===== config.mk =====
export PLATFORM = sky130hd
export DESIGN_NAME = mushroom_motion
export DESIGN_NICKNAME = d
export VERILOG_FILES = /design/src/rtl/mushroom_pkg.sv /design/src/rtl/aabb_overlap.sv /design/src/rtl/mushroom_motion.sv
export SDC_FILE = /design/constraint.sdc
export NUM_CORES = 1
export LEC_CHECK = 0
export CAP_MARGIN = 15
export CORE_MARGIN = 8
export CORE_UTILIZATION = 58
export DETAILED_ROUTE_END_ITERATION = 7
export PLACE_DENSITY = 0.81
export SYNTH_ARGS = -nofsm -noshare
export SYNTH_HDL_FRONTEND = slang
export SYNTH_HIERARCHICAL = 1
export SYNTH_SLANG_ARGS = --single-unit

===== constraint.sdc =====
create_clock -name Clk -period 5 [get_ports Clk]
set_input_delay 1 -clock Clk [delete_from_list [all_inputs] [get_ports Clk]]
set_output_delay 1 -clock Clk [all_outputs]
set_load 0.02 [all_outputs]

===== src/rtl/mushroom_pkg.sv =====
// Shared types and default geometry for the power-up mushroom and its reusable overlap helper.
package mushroom_pkg;

    localparam int unsigned COORD_W      = 10;
    localparam int unsigned SIZE_DEF     = 16;
    localparam int unsigned SCREEN_W_DEF = 640;
    localparam int unsigned SCREEN_H_DEF = 480;

    typedef enum logic [2:0] {IDLE, EMERGE, WALK, FALL, DONE} mush_state_t;

    typedef enum logic {LEFT, RIGHT} dir_t;

    // Axis-aligned box: top-left corner plus extent, all in screen pixels.
    typedef struct packed {
        logic [COORD_W-1:0] x;
        logic [COORD_W-1:0] y;
        logic [COORD_W-1:0] w;
        logic [COORD_W-1:0] h;
    } box_t;

endpackage


===== src/rtl/aabb_overlap.sv =====
// Combinational axis-aligned box overlap; shared by mushroom, goomba and coin movers.
module aabb_overlap
    import mushroom_pkg::*;
(
    input  box_t a,
    input  box_t b,
    output logic overlap_c
);

    localparam int unsigned EXT_W = COORD_W + 1;

    // Widen before adding so far-right or far-bottom boxes cannot wrap.
    always_comb begin
        overlap_c = (EXT_W'(a.x) < EXT_W'(b.x) + EXT_W'(b.w)) &&
                    (EXT_W'(b.x) < EXT_W'(a.x) + EXT_W'(a.w)) &&
                    (EXT_W'(a.y) < EXT_W'(b.y) + EXT_W'(b.h)) &&
                    (EXT_W'(b.y) < EXT_W'(a.y) + EXT_W'(a.h));
    end

endmodule


===== src/rtl/mushroom_motion.sv =====
// Power-up mushroom mover: rises from the struck block, walks, falls and reports Mario pickup.
module mushroom_motion
    import mushroom_pkg::*;
#(
    parameter int unsigned SIZE       = SIZE_DEF,
    parameter int unsigned WALK_SPEED = 1,
    parameter int unsigned GRAVITY    = 1,
    parameter int unsigned MAX_FALL   = 4,
    parameter int unsigned SCREEN_W   = SCREEN_W_DEF,
    parameter int unsigned SCREEN_H   = SCREEN_H_DEF,
    parameter int unsigned MARIO_W    = 16
) (
    input  logic               Clk,
    input  logic               Reset_n,
    input  logic               frame_tick,
    input  logic               spawn,
    input  logic [COORD_W-1:0] spawn_x,
    input  logic [COORD_W-1:0] spawn_y,
    input  logic [COORD_W-1:0] mario_x,
    input  logic [COORD_W-1:0] mario_y,
    input  logic [5:0]         mario_h,
    input  logic               ground_below,
    output logic [COORD_W-1:0] mush_x,
    output logic [COORD_W-1:0] mush_y,
    output logic               mush_active,
    output logic               collision
);

    localparam int unsigned EXT_W = COORD_W + 1;

    mush_state_t        state, state_nx;
    dir_t               dir, dir_nx;
    logic [COORD_W-1:0] x_nx, y_nx;
    logic [COORD_W-1:0] vy, vy_nx;
    logic [COORD_W-1:0] cnt, cnt_nx;
    logic               active_nx, coll_nx;

    logic               in_play_c, overlap_c;
    logic [EXT_W-1:0]   x_right_c, vy_sum_c, y_fall_c;
    logic [COORD_W-1:0] vy_inc_c;
    box_t               mush_box_c, mario_box_c;

    assign in_play_c   = (state == EMERGE) || (state == WALK) || (state == FALL);
    assign mush_box_c  = '{x: mush_x, y: mush_y, w: COORD_W'(SIZE), h: COORD_W'(SIZE)};
    assign mario_box_c = '{x: mario_x, y: mario_y, w: COORD_W'(MARIO_W), h: COORD_W'(mario_h)};

    aabb_overlap u_overlap (
        .a         (mario_box_c),
        .b         (mush_box_c),
        .overlap_c (overlap_c)
    );

    // Motion arithmetic in widened form so wall and floor compares cannot wrap.
    always_comb begin
        x_right_c = EXT_W'(mush_x) + EXT_W'(WALK_SPEED) + EXT_W'(SIZE);
        vy_sum_c  = EXT_W'(vy) + EXT_W'(GRAVITY);
        vy_inc_c  = (vy_sum_c > EXT_W'(MAX_FALL)) ? COORD_W'(MAX_FALL) : vy_sum_c[COORD_W-1:0];
        y_fall_c  = EXT_W'(mush_y) + EXT_W'(vy_inc_c);
    end

    // Next-state and datapath; a pickup takes priority over any frame step.
    always_comb begin
        state_nx = state;
        dir_nx   = dir;
        x_nx     = mush_x;
        y_nx     = mush_y;
        vy_nx    = vy;
        cnt_nx   = cnt;
        coll_nx  = 1'b0;

        if (in_play_c && overlap_c) begin
            state_nx = DONE;
            coll_nx  = 1'b1;
        end else begin
            case (state)
                IDLE, DONE: begin
                    if (spawn) begin
                        x_nx     = spawn_x;
                        y_nx     = spawn_y;
                        cnt_nx   = COORD_W'(SIZE);
                        dir_nx   = RIGHT;
                        vy_nx    = '0;
                        state_nx = EMERGE;
                    end
                end
                EMERGE: begin
                    if (frame_tick) begin
                        y_nx   = (mush_y == '0) ? '0 : mush_y - COORD_W'(1);
                        cnt_nx = cnt - COORD_W'(1);
                        if (cnt <= COORD_W'(1)) begin
                            state_nx = WALK;
                        end
                    end
                end
                WALK: begin
                    if (frame_tick) begin
                        if (!ground_below) begin
                            state_nx = FALL;
                        end else if (dir == RIGHT) begin
                            if (x_right_c >= EXT_W'(SCREEN_W)) begin
                                x_nx   = COORD_W'(SCREEN_W - SIZE);
                                dir_nx = LEFT;
                            end else begin
                                x_nx = mush_x + COORD_W'(WALK_SPEED);
                            end
                        end else begin
                            if (EXT_W'(mush_x) < EXT_W'(WALK_SPEED)) begin
                                x_nx   = '0;
                                dir_nx = RIGHT;
                            end else begin
                                x_nx = mush_x - COORD_W'(WALK_SPEED);
                            end
                        end
                    end
                end
                FALL: begin
                    if (frame_tick) begin
                        if (ground_below) begin
                            vy_nx    = '0;
                            state_nx = WALK;
                        end else begin
                            vy_nx = vy_inc_c;
                            y_nx  = y_fall_c[COORD_W-1:0];
                            if (y_fall_c >= EXT_W'(SCREEN_H)) begin
                                state_nx = DONE;
                            end
                        end
                    end
                end
                default: state_nx = IDLE;
            endcase
        end

        active_nx = (state_nx == EMERGE) || (state_nx == WALK) || (state_nx == FALL);
    end

    always_ff @(posedge Clk or negedge Reset_n) begin
        if (!Reset_n) begin
            state       <= IDLE;
            dir         <= RIGHT;
            mush_x      <= '0;
            mush_y      <= '0;
            vy          <= '0;
            cnt         <= '0;
            mush_active <= 1'b0;
            collision   <= 1'b0;
        end else begin
            state       <= state_nx;
            dir         <= dir_nx;
            mush_x      <= x_nx;
            mush_y      <= y_nx;
            vy          <= vy_nx;
            cnt         <= cnt_nx;
            mush_active <= active_nx;
            collision   <= coll_nx;
        end
    end

endmodule


## Yosys cells after proc, flatten, opt, wreduce, memory -nomap -nowiden

Cells that the tools add are included.
Widths: inputs -> output; s select.

- Flip-flop bits (word level): 46
- Output and inout port bits: 22
- Logic and storage cells: 101

- Add/subtract/negate cells: 12
- Magnitude comparators: 9
- Eq/ne operators: 13
- Multiplexer cells: 39
- Bitwise operators: 1
- Reductions and logical operators: 19

Operator list:

| kind | count |
|---|---|
| $mux 10 | 17 |
| $pmux 10 s2 | 3 |
| $lt 10x11->1 | 4 |
| $add 10x5->11 const B | 3 |
| $pmux 10 s3 | 1 |
| $sub 10x1->10 const B | 3 |
| $mux 3 | 9 |
| $add 10x1->11 const B | 2 |
| $eq 3x2->1 const B | 4 |
| $ne 2x2->1 const B | 6 |
| $pmux 3 s4 | 1 |
| $add 10x10->11 | 1 |
| $add 10x6->11 | 1 |
| $add 11x5->11 const B | 1 |
| $ge 11x10->1 const B | 1 |
| $ge 11x9->1 const B | 1 |
| $gt 11x3->1 const B | 1 |
| $add 10x1->10 const B | 1 |
| $le 10x1->1 const B | 1 |
| $logic_not 10->1 | 1 |
| $lt 10x1->1 const B | 1 |
| $reduce_and 4->1 | 2 |
| $mux 1 | 7 |
| $eq 3x1->1 const B | 2 |
| 11 further kinds | 19 |

## Logic depth before layout (Yosys ltp)

Gate-level depths: netlist of run 1.

- Depth after elaboration: 13
- Mapped depth: 23
- Depth with buffers taken out: 22

## Hierarchy

The synthesis of run 1 kept the hierarchy.

Modules (own cells, without submodules):

| module | times used | cells an instance | area each (um^2) | sequential area each (um^2) |
|---|---|---|---|---|
| mushroom_motion | 1 | 438 | 3554.7 | 1152.4 |
| aabb_overlap | 1 | 281 | 2272.2 | 0.0 |

## Least setup slack after synthesis of run 1

No wires, ideal clock.

- Path type: input to register
- Start point: in mario_h[0]
- End point: reg mush_y[8]
- Library setup time: 0.125 ns
- Data arrival time: 5.219 ns
- Setup slack: -0.344 ns
- Cell stages on the path: 22
- Path buffers: 2
- Path through: ha_1 > fa_1 > a21o_1 > a21oi_1 > nor2b_1 > o21ai_0 > nand2b_1 > xnor2_1 > ha_1 > a21oi_1 > and3_1 > o21ai_0 > a41oi_1 > a311oi_1 > nor4_1 > nor3b_2 > mux2i_1 > or2_1 > buf_2 > a21boi_1 > clkbuf_1 > mux2_2

- Cells in the longest elaborated chain, start to end: 6

RTL lines:

| what | RTL line | RTL |
|---|---|---|
| start: declaration | mushroom_motion.sv:21 | `input logic [5:0] mario_h,` |
| $add 10x6->11 | aabb_overlap.sv:17 | `(EXT_W'(b.y) < EXT_W'(a.y) + EXT_W'(a.h));` |
| $lt 10x11->1 | aabb_overlap.sv:17 |  |
| $logic_and 1x1->1 | aabb_overlap.sv:16 | `(EXT_W'(a.y) < EXT_W'(b.y) + EXT_W'(b.h)) &&` |
| via overlap_c | mushroom_motion.sv:38 | `logic in_play_c, overlap_c;` |
| $logic_and 1x1->1 | mushroom_motion.sv:71 | `if (in_play_c && overlap_c) begin` |
| $not 1->1 (no line) | -- |  |
| $reduce_and 6->1 (no line) | -- |  |
| end signal: assignment | mushroom_motion.sv:151 | `mush_y <= y_nx;` |
| end: declaration | mushroom_motion.sv:24 | `output logic [COORD_W-1:0] mush_y,` |

The timed path passes the listed nets, and every way through them passes these cells.
A chain may end at the register's enable or synchronous reset.

## Final worst setup path of run 1

- Start point: in mario_h[1]
- End point: reg cnt[4]

- Cells in the longest elaborated chain, start to end: 6

RTL lines:

| what | RTL line | RTL |
|---|---|---|
| $add 10x6->11 | aabb_overlap.sv:17 |  |
| $lt 10x11->1 | aabb_overlap.sv:17 |  |
| $logic_and 1x1->1 | aabb_overlap.sv:16 |  |
| via overlap_c | mushroom_motion.sv:38 |  |
| $logic_and 1x1->1 | mushroom_motion.sv:71 |  |
| $not 1->1 (no line) | -- |  |
| $reduce_and 4->1 (no line) | -- |  |
| end signal: assignment | mushroom_motion.sv:153 | `cnt <= cnt_nx;` |
| end: declaration | mushroom_motion.sv:35 | `logic [COORD_W-1:0] cnt, cnt_nx;` |

The timed path passes the listed nets, and every way through them passes these cells.

==> results of run 1 <==
per-stage QoR:
| stage | power [W] | utilization |
|---|---|---|
| after CTS | 0.00399 | 0.751 |
| after global placement | 0.00350 | 0.731 |
| final | 0.00412 | 0.759 |
| after floorplan | 0.00272 | - |
| after detailed placement | 0.00364 | 0.731 |
| after global routing | 0.00447 | 0.759 |
cell families after synthesis:
family,count (synthesis),share of synthesized area
AOI/OAI and AO/OA,204,0.227
adders and majority gates,98,0.217
buffers and inverters,41,0.0273
xor gates and xnor gates,52,0.0782
DFF,46,0.198
other,2,0.00129
muxes,10,0.0183
and+or+nand+nor,266,0.233
where the power goes:
group / total [W] / switching (W) / internal, W
clock network: 0.000254 / 0.000149 / 0.000105
logic: 0.00310 / 0.00172 / 0.00138
registers: 0.000769 / 0.000263 / 0.000506
area by class of cell:
class	count	area share
clock inverter	3	0.00388
timing repair buffer	122	0.148
multi-input combinational	674	0.651
inverter	20	0.0101
sequential	46	0.155
clock buffer	5	0.00928
tap	133	0.0224
flip-flops by register name (all words and copies together) (netlist names):
| register | cells |
|---|---|
| cnt | 10 |
| collision | 1 |
| dir | 1 |
| mush_active | 1 |
| mush_x | 10 |
| mush_y | 10 |
| state | 3 |
| vy | 10 |
layer usage:
metal | up-vias | part of all wire | global-route usage
met1 | 2901 | 0.43 | 0.301
met4 | 0 | 0.016 | 0.0683
met2 | 182 | 0.51 | 0.449
met3 | 32 | 0.045 | 0.0274
li1 | 2937 | - | -
met5 | - | 0 | 0
worst reg2reg max path, delay by kind of cell (launching register included):
kind,cells,cell delay (ps)
compound gates,7,1520
xor+xnor,1,180
flops,1,430
mux,1,90
simple gates,7,1620
fa+ha+maj,2,420
worst paths after layout:
| path | cells after the start | to | start | slack, ps |
|---|---|---|---|---|
| worst max-delay path | 20 | cnt[4] | mario_h[1] | 50 |
| worst min-delay path | 2 | cnt[8] | cnt[8] | 570 |
| worst max register to register | 18 | cnt[4] | mush_x[4] | 620 |
| worst min register to register | 2 | cnt[8] | cnt[8] | 570 |
| max in group asynchronous | 2 | vy[6] | Reset_n | 3860 |
| min in group asynchronous | 1 | mush_y[2] | Reset_n | 630 |
cell usage in the layout (no fill, tap or decap), types with 4 or more instances in the layout:
| master | n |
|---|---|
| ha_1 | 91 |
| o21a_1 | 4 |
| fa_1 | 4 |
| nand2b_1 | 21 |
| nor2b_1 | 9 |
| o21ai_1 | 8 |
| conb_1 | 44 |
| a21o_1 | 10 |
| a311oi_1 | 4 |
| xor2_1 | 28 |
| clkdlybuf4s50_1 | 65 |
| a31oi_1 | 11 |
| nand4_1 | 10 |
| o31ai_1 | 9 |
| nor4_1 | 9 |
| xnor2_1 | 24 |
| mux2_2 | 5 |
| o21ai_0 | 35 |
| a21oi_1 | 53 |
| nand2_1 | 49 |
| inv_1 | 20 |
| a211oi_1 | 5 |
| nand3_1 | 24 |
| clkbuf_8 | 5 |
| o21bai_1 | 6 |
| mux2i_1 | 5 |
| o211ai_1 | 8 |
| nor2_1 | 72 |
| o41ai_1 | 4 |
| a31o_2 | 4 |
| buf_4 | 48 |
| o22ai_1 | 5 |
| and2_1 | 12 |
| nor3_1 | 25 |
| dfrtp_1 | 45 |
| and3_1 | 7 |
cell usage after synthesis (all sizes together) (4+ instances only):
cell type  number  area [µm²]
nand2b         21         131
nand4          10        62.6
a21oi          55         279
a31oi          11        68.8
or3             5        46.3
a31o            4        35.0
a311oi          6        52.6
a211oi          7        52.6
nand3          24         120
o211ai          8        60.1
and3            8        50.1
nor4           14         100
nor3           27         140
xnor2          24         210
nand2          49         184
or2             4        25.0
o31ai           9        67.6
mux2i           5        50.1
clkbuf         17        63.8
o41ai           4        35.0
mux2            5        56.3
a21o           10        75.1
xor2           28         245
o22ai           5        31.3
nor2           72         270
inv            20        75.1
ha             93        1160
o21ai          46         234
fa              5         100
and2           12        75.1
dfrtp          45        1130
o21a            4        30.0
nor2b          12        75.1
buf             4        20.0
o21bai          6        45.0
repair_timing:
item,4_1_cts,5_1_grt
buffers inserted,4,0
gates resized for setup,32,15
pin swaps,19,14
endpoints found under the setup margin,29,38
==> metrics, run 1 <==
DR WL/cell 16.8 µm; DR vias/cell 6.03; max_slew headroom 0.382; CP Launch Type primary input; status finished clean; I/O Buffers 72; DRC viols 0; Synth warnings 6; Rows 36; layout overhead on the synthesized area 27.3%; design area 0.00742 mm²; CTS Hold Buffers Added 0; Clock Tree Buf Depth 2; vias in the first global route 6071; register bit total from synthesis 46; die area 0.0135 mm²; Final min period 4950 ps; gr usage total 0.247; crit-path cells dlygate4sd2_1, ha_1, a21o_1, a211oi_2, nor2_1, o21a_1, nor4_2, a311oi_2, ha_1, nor2_1, nor2_1, a41oi_2, a311oi_2, nor4_4, nor3b_4, mux2i_1, or2_1, or3_4, o21ai_2, or3b_1; Initial Utilization 0.596; final setup TNS 0 ps; RSZ-0062 raised after global routing yes; ys flop type dfrtp_1; count of cell types in the netlist 70; Max Cap Viol 0; worst path arrival time 5140 ps; Clock Skew 8.24 ps; depth of the CTS H-tree 2; CP top delay family simple AND/OR/NAND/NOR gates; Sequential cell area 0.00115 mm²; CTS buffer count 5; I/O pin count 73; Inst Count DP 991; Lkg Pwr 3.32 nW; nets@finish 1018; fmax 202 MHz; layout cells sized above 1 0.122; Slew Viols, Final 0; maximum vdd drop 366 µV; Mapped Cells 719; Filler cells 752; pre-CTS setup slack -863 ps; Worst path most repeated cell nor2_1; worst setup margin 54.7 ps; TritonCTS clock tree built; diode count 0; Routed Antenna Nets 0; clock sink count 46; clock root cell clkbuf_8; DR pass1 iterations 6; Post-Synthesis Cell Area 0.00583 mm²; hold slack 572 ps; pin count of the biggest net entering global routing 47; Hold Vio Cnt, Final 0; die height 116 µm; crit path kind in2reg; total wire length 16.8 mm; vias 6052; initial antenna violation count 0; CP Data Required Time 5200 ps; Placed Area 0.00714 mm²; Async SR Flop Fraction 1.00; RePlAce Congestion 0.927; register area share after synthesis 0.198; residual overflow from global routing 0; HP Class reg2reg; pwr dens 556 mW/mm²; first-pass GRT wire length 27.5 mm; clock slew at reported path FFs 100 ps; slowest cell on the critical path or3_4; CP Capture Type flop; non-filler cells, final 1003; delay of the slowest cell on the worst path 390 ps; # setup viols final 0; Worst Tran Pin Value 925 ps; area occupied by multi-input gates 0.00483 mm²; Post-DP HPWL 12.9 mm; crit path buf inv count 1; Post-synth EDFFs 0; initial DRC count 582; Die Width 116 µm; Mean Syn Cell Area 8.10 µm²; Clock Latency Late Sink 310 ps; Period Utilization, post-route 0.989; Core ar. 0.00977 mm²; CP max FO 4
Power figures use the tool's default switching activity.
==> run 2: changes to the inputs <==
ABC_AREA = 1   (was not set)
CORE_UTILIZATION = 59   (was 58)
SETUP_SLACK_MARGIN = 0.5   (was not set)
==> run 2 against run 1 <==
Compared with the run above:
- hold slack lost 95 ps
- total power rose by 6.9%
- die area increased by 7.3%
- first-iteration DRC count is 18% lower
- via count is 7.6% higher
- combinational power grew 5%
- synthesized cell count is 36% higher
==> metrics, run 2 <==
pre-CTS setup slack -73.4 ps (was -863 ps); register bit total from synthesis 46 (unchanged); Post-DP HPWL 13.1 mm (was 12.9 mm); most frequent cells in the layout 260 x nand2_1, 130 x inv_1, 93 x nor2_1, 87 x ha_1, 66 x nand3_1 (was 91 x ha_1, 72 x nor2_1, 65 x clkdlybuf4s50_1, 53 x a21oi_1, 49 x nand2_1); Mapped Cells 979 (was 719); Synth warnings 6 (unchanged); slowest cell on the critical path clkdlybuf4s50_1 (was or3_4); Sequential Power Share 0.182 (was 0.186); I/O pin count 73 (unchanged); count of cell types in the netlist 46 (was 70); status finished clean (unchanged); worst path arrival time 4570 ps (was 5140 ps); Post-Synthesis Cell Area 0.00643 mm² (was 0.00583 mm²); TritonCTS clock tree built (unchanged); residual overflow from global routing 0 (unchanged); crit path kind in2reg (unchanged); Clock Skew 13.3 ps (was 8.24 ps); CP max FO 6 (was 4); layout overhead on the synthesized area 21.0% (was 27.3%); Worst path most repeated cell nand2_1 (was nor2_1); Period Utilization, post-route 0.862 (was 0.989); Lkg Pwr 4.10 nW (was 3.32 nW); Clk pwr share 0.078 (was 0.062); Hold Vio Cnt, Final 0 (unchanged); GR met2 Demand/Resource 0.377 (was 0.449); # setup viols final 0 (unchanged); Max Cap Viol 0 (unchanged); Clock Latency Late Sink 320 ps (was 310 ps); ys flop type dfrtp_1 (unchanged); crit path buf inv count 7 (was 1); pwr dens 566 mW/mm² (was 556 mW/mm²); Routed Antenna Nets 0 (unchanged); maximum vdd drop 322 µV (was 366 µV); Tot Pwr 0.00441 W (was 0.00412 W); gr usage total 0.222 (was 0.247); top cell type's share of synthesized area 0.181 (was 0.200); CP Data Required Time 5260 ps (was 5200 ps); CP Capture Type flop (unchanged); register area share after synthesis 0.179 (was 0.198); diode count 0 (unchanged); compound-gate portion of the synthesized area 0.133 (was 0.227); Core ar. 0.0107 mm² (was 0.00977 mm²); Clock Tree Buf Depth 2 (unchanged); DRC viols 0 (unchanged); DR vias/cell 5.25 (was 6.03); first-pass GRT wire length 27.2 mm (was 27.5 mm); GR Util met1 0.292 (was 0.301); worst setup margin 691 ps (was 54.7 ps); Sw Ratio 0.538 (was 0.516); most instantiated cells after synthesis 261 x nand2_1, 131 x inv_1, 95 x nor2_1, 93 x ha_1, 66 x nand3_1 (was 93 x ha_1, 72 x nor2_1, 54 x a21oi_1, 49 x nand2_1, 45 x dfrtp_1); combinational power share 0.740 (was 0.752); die area 0.0145 mm² (was 0.0135 mm²); initial DRC count 475 (was 582); clock root cell clkbuf_8 (unchanged); Slew Viols, Final 0 (unchanged); CP Launch Type primary input (unchanged); Post-synth EDFFs 0 (unchanged); layout cells sized above 1 0.0727 (was 0.122); commonest non-fill, non-tap cell in the layout nand2_1 (was ha_1); clock slew at reported path FFs 100 ps (about the same); Psw 0.00237 W (was 0.00213 W); main combinational cell family by area after synthesis simple AND/OR/NAND/NOR gates (unchanged); pin count of the biggest net entering global routing 47 (unchanged); Synth Area in Simple Gates 0.325 (was 0.233); Most Crowded Layer GR met2 (unchanged); vias 6514 (was 6052); initial antenna violation count 0 (unchanged); final setup TNS 0 ps (unchanged); largest area contributor in the netlist ha_1 (unchanged); CP top delay family simple AND/OR/NAND/NOR gates (unchanged); top-count cell post-synth nand2_1 (was ha_1); RePlAce Congestion 0.909 (was 0.927); die height 120 µm (was 116 µm); HP Class reg2reg (unchanged); CTS Hold Buffers Added 0 (unchanged); DR WL/cell 13.2 µm (was 16.8 µm); synth top area cells ha_1 18%, dfrtp_1 18%, nand2_1 15%, inv_1 7.6%, xor2_1 5.9% (was ha_1 20%, dfrtp_1 19%, a21oi_1 4.6%, nor2_1 4.6%, xor2_1 4.2%); post-synthesis adder-cell area fraction 0.196 (was 0.217); Rows 38 (was 36); max_slew headroom 0.654 (was 0.382); Final min period 4310 ps (was 4950 ps); Post-Synth XOR/XNOR Area 0.0776 (was 0.0782); I/O Buffers 72 (unchanged); total wire length 16.4 mm (was 16.8 mm); GRT met3 Usage 0.0303 (was 0.0274); Die Width 120 µm (was 116 µm); CTS buffer count 5 (unchanged); fmax 232 MHz (was 202 MHz); Mean Syn Cell Area 6.57 µm² (was 8.10 µm²); mux cell area share after synthesis 0 (was 0.0183); Filler cells 946 (was 752); nets@finish 1249 (was 1018); DR pass1 iterations 5 (was 6); Worst Tran Pin Value 517 ps (was 925 ps); vias in the first global route 6055 (was 6071); RSZ-0062 raised after global routing no (was yes); Int Power 0.00204 W (was 0.00200 W); Async SR Flop Fraction 1.00 (unchanged); delay of the slowest cell on the worst path 490 ps (was 390 ps); depth of the CTS H-tree 2 (unchanged); Initial Utilization 0.599 (was 0.596); clock sink count 46 (unchanged)
-- run 2: cell type report --
cell class | count | area, µm² | share of cell area
clock buffers | 5 | 68.8 | 0.00884
clock inverters | 3 | 68.8 | 0.00884
inverters | 136 | 510 | 0.0656
multi-input cells | 830 | 4990 | 0.641
flip-flops and latches | 46 | 1150 | 0.148
well taps | 140 | 175 | 0.0225
repair buffers | 81 | 816 | 0.105
-- run 2: metrics by stage --
stage / area [µm²] / std cells / util / hold slack [ps]
after floorplan: 6590 / 1021 / - / 433
after global placement: 7440 / 1225 / 0.692 / 449
after detailed placement: 7440 / 1225 / 0.692 / 468
after CTS: 7590 / 1234 / 0.707 / 481
after global routing: 7780 / 1241 / 0.724 / 500
final: 7780 / 1241 / 0.724 / 477
-- run 2: timing repair --
action / CTS / global route
buffers inserted: 1 / 6
endpoints found under the setup margin: 6 / 39
pin swaps: 0 / 10
gates resized for setup: 2 / 25
-- run 2: power groups by stage --
stage / clock (W) / combinational (W) / sequential, W
after global routing: 0.000363 / 0.00371 / 0.000827
final: 0.000345 / 0.00326 / 0.000803
after CTS: 0.000350 / 0.00316 / 0.000799
after detailed placement: 0 / 0.00312 / 0.000805
after global placement: 0 / 0.00306 / 0.000807
after floorplan: 0 / 0.00235 / 0.000787
-- run 2: path summary, 6_finish.rpt --
path                        endpoint  cells past startpoint  slack, ps       start
setup / recovery              cnt[9]                     34        690  mario_y[2]
hold / removal                cnt[6]                      1        480      cnt[6]
setup reg to reg              cnt[9]                     32       1320   mush_y[5]
hold reg to reg               cnt[6]                      1        480      cnt[6]
max in group asynchronous        dir                      2       3930     Reset_n
min in group asynchronous  mush_x[0]                      1        540     Reset_n
-- run 2: logic make-up after synthesis --
group	Yosys count
and+or+nand+nor	487
buffers and inverters	145
AOI/OAI and AO/OA	144
adders and majority gates	98
xor gates and xnor gates	57
DFF	46
other	2
-- run 2: metal layers --
metal | share of wire | vias to the layer above
met1 | 0.46 | 2931
li1 | - | 3396
met5 | 0 | -
met2 | 0.48 | 169
met4 | 0.011 | 0
met3 | 0.050 | 18
==> run 3: changes to the inputs <==
CTS_CLUSTER_DIAMETER = 30   (was not set)
==> results of run 3 <==
Same layout as run 2: the final DEF is identical, and so are final timing and power.
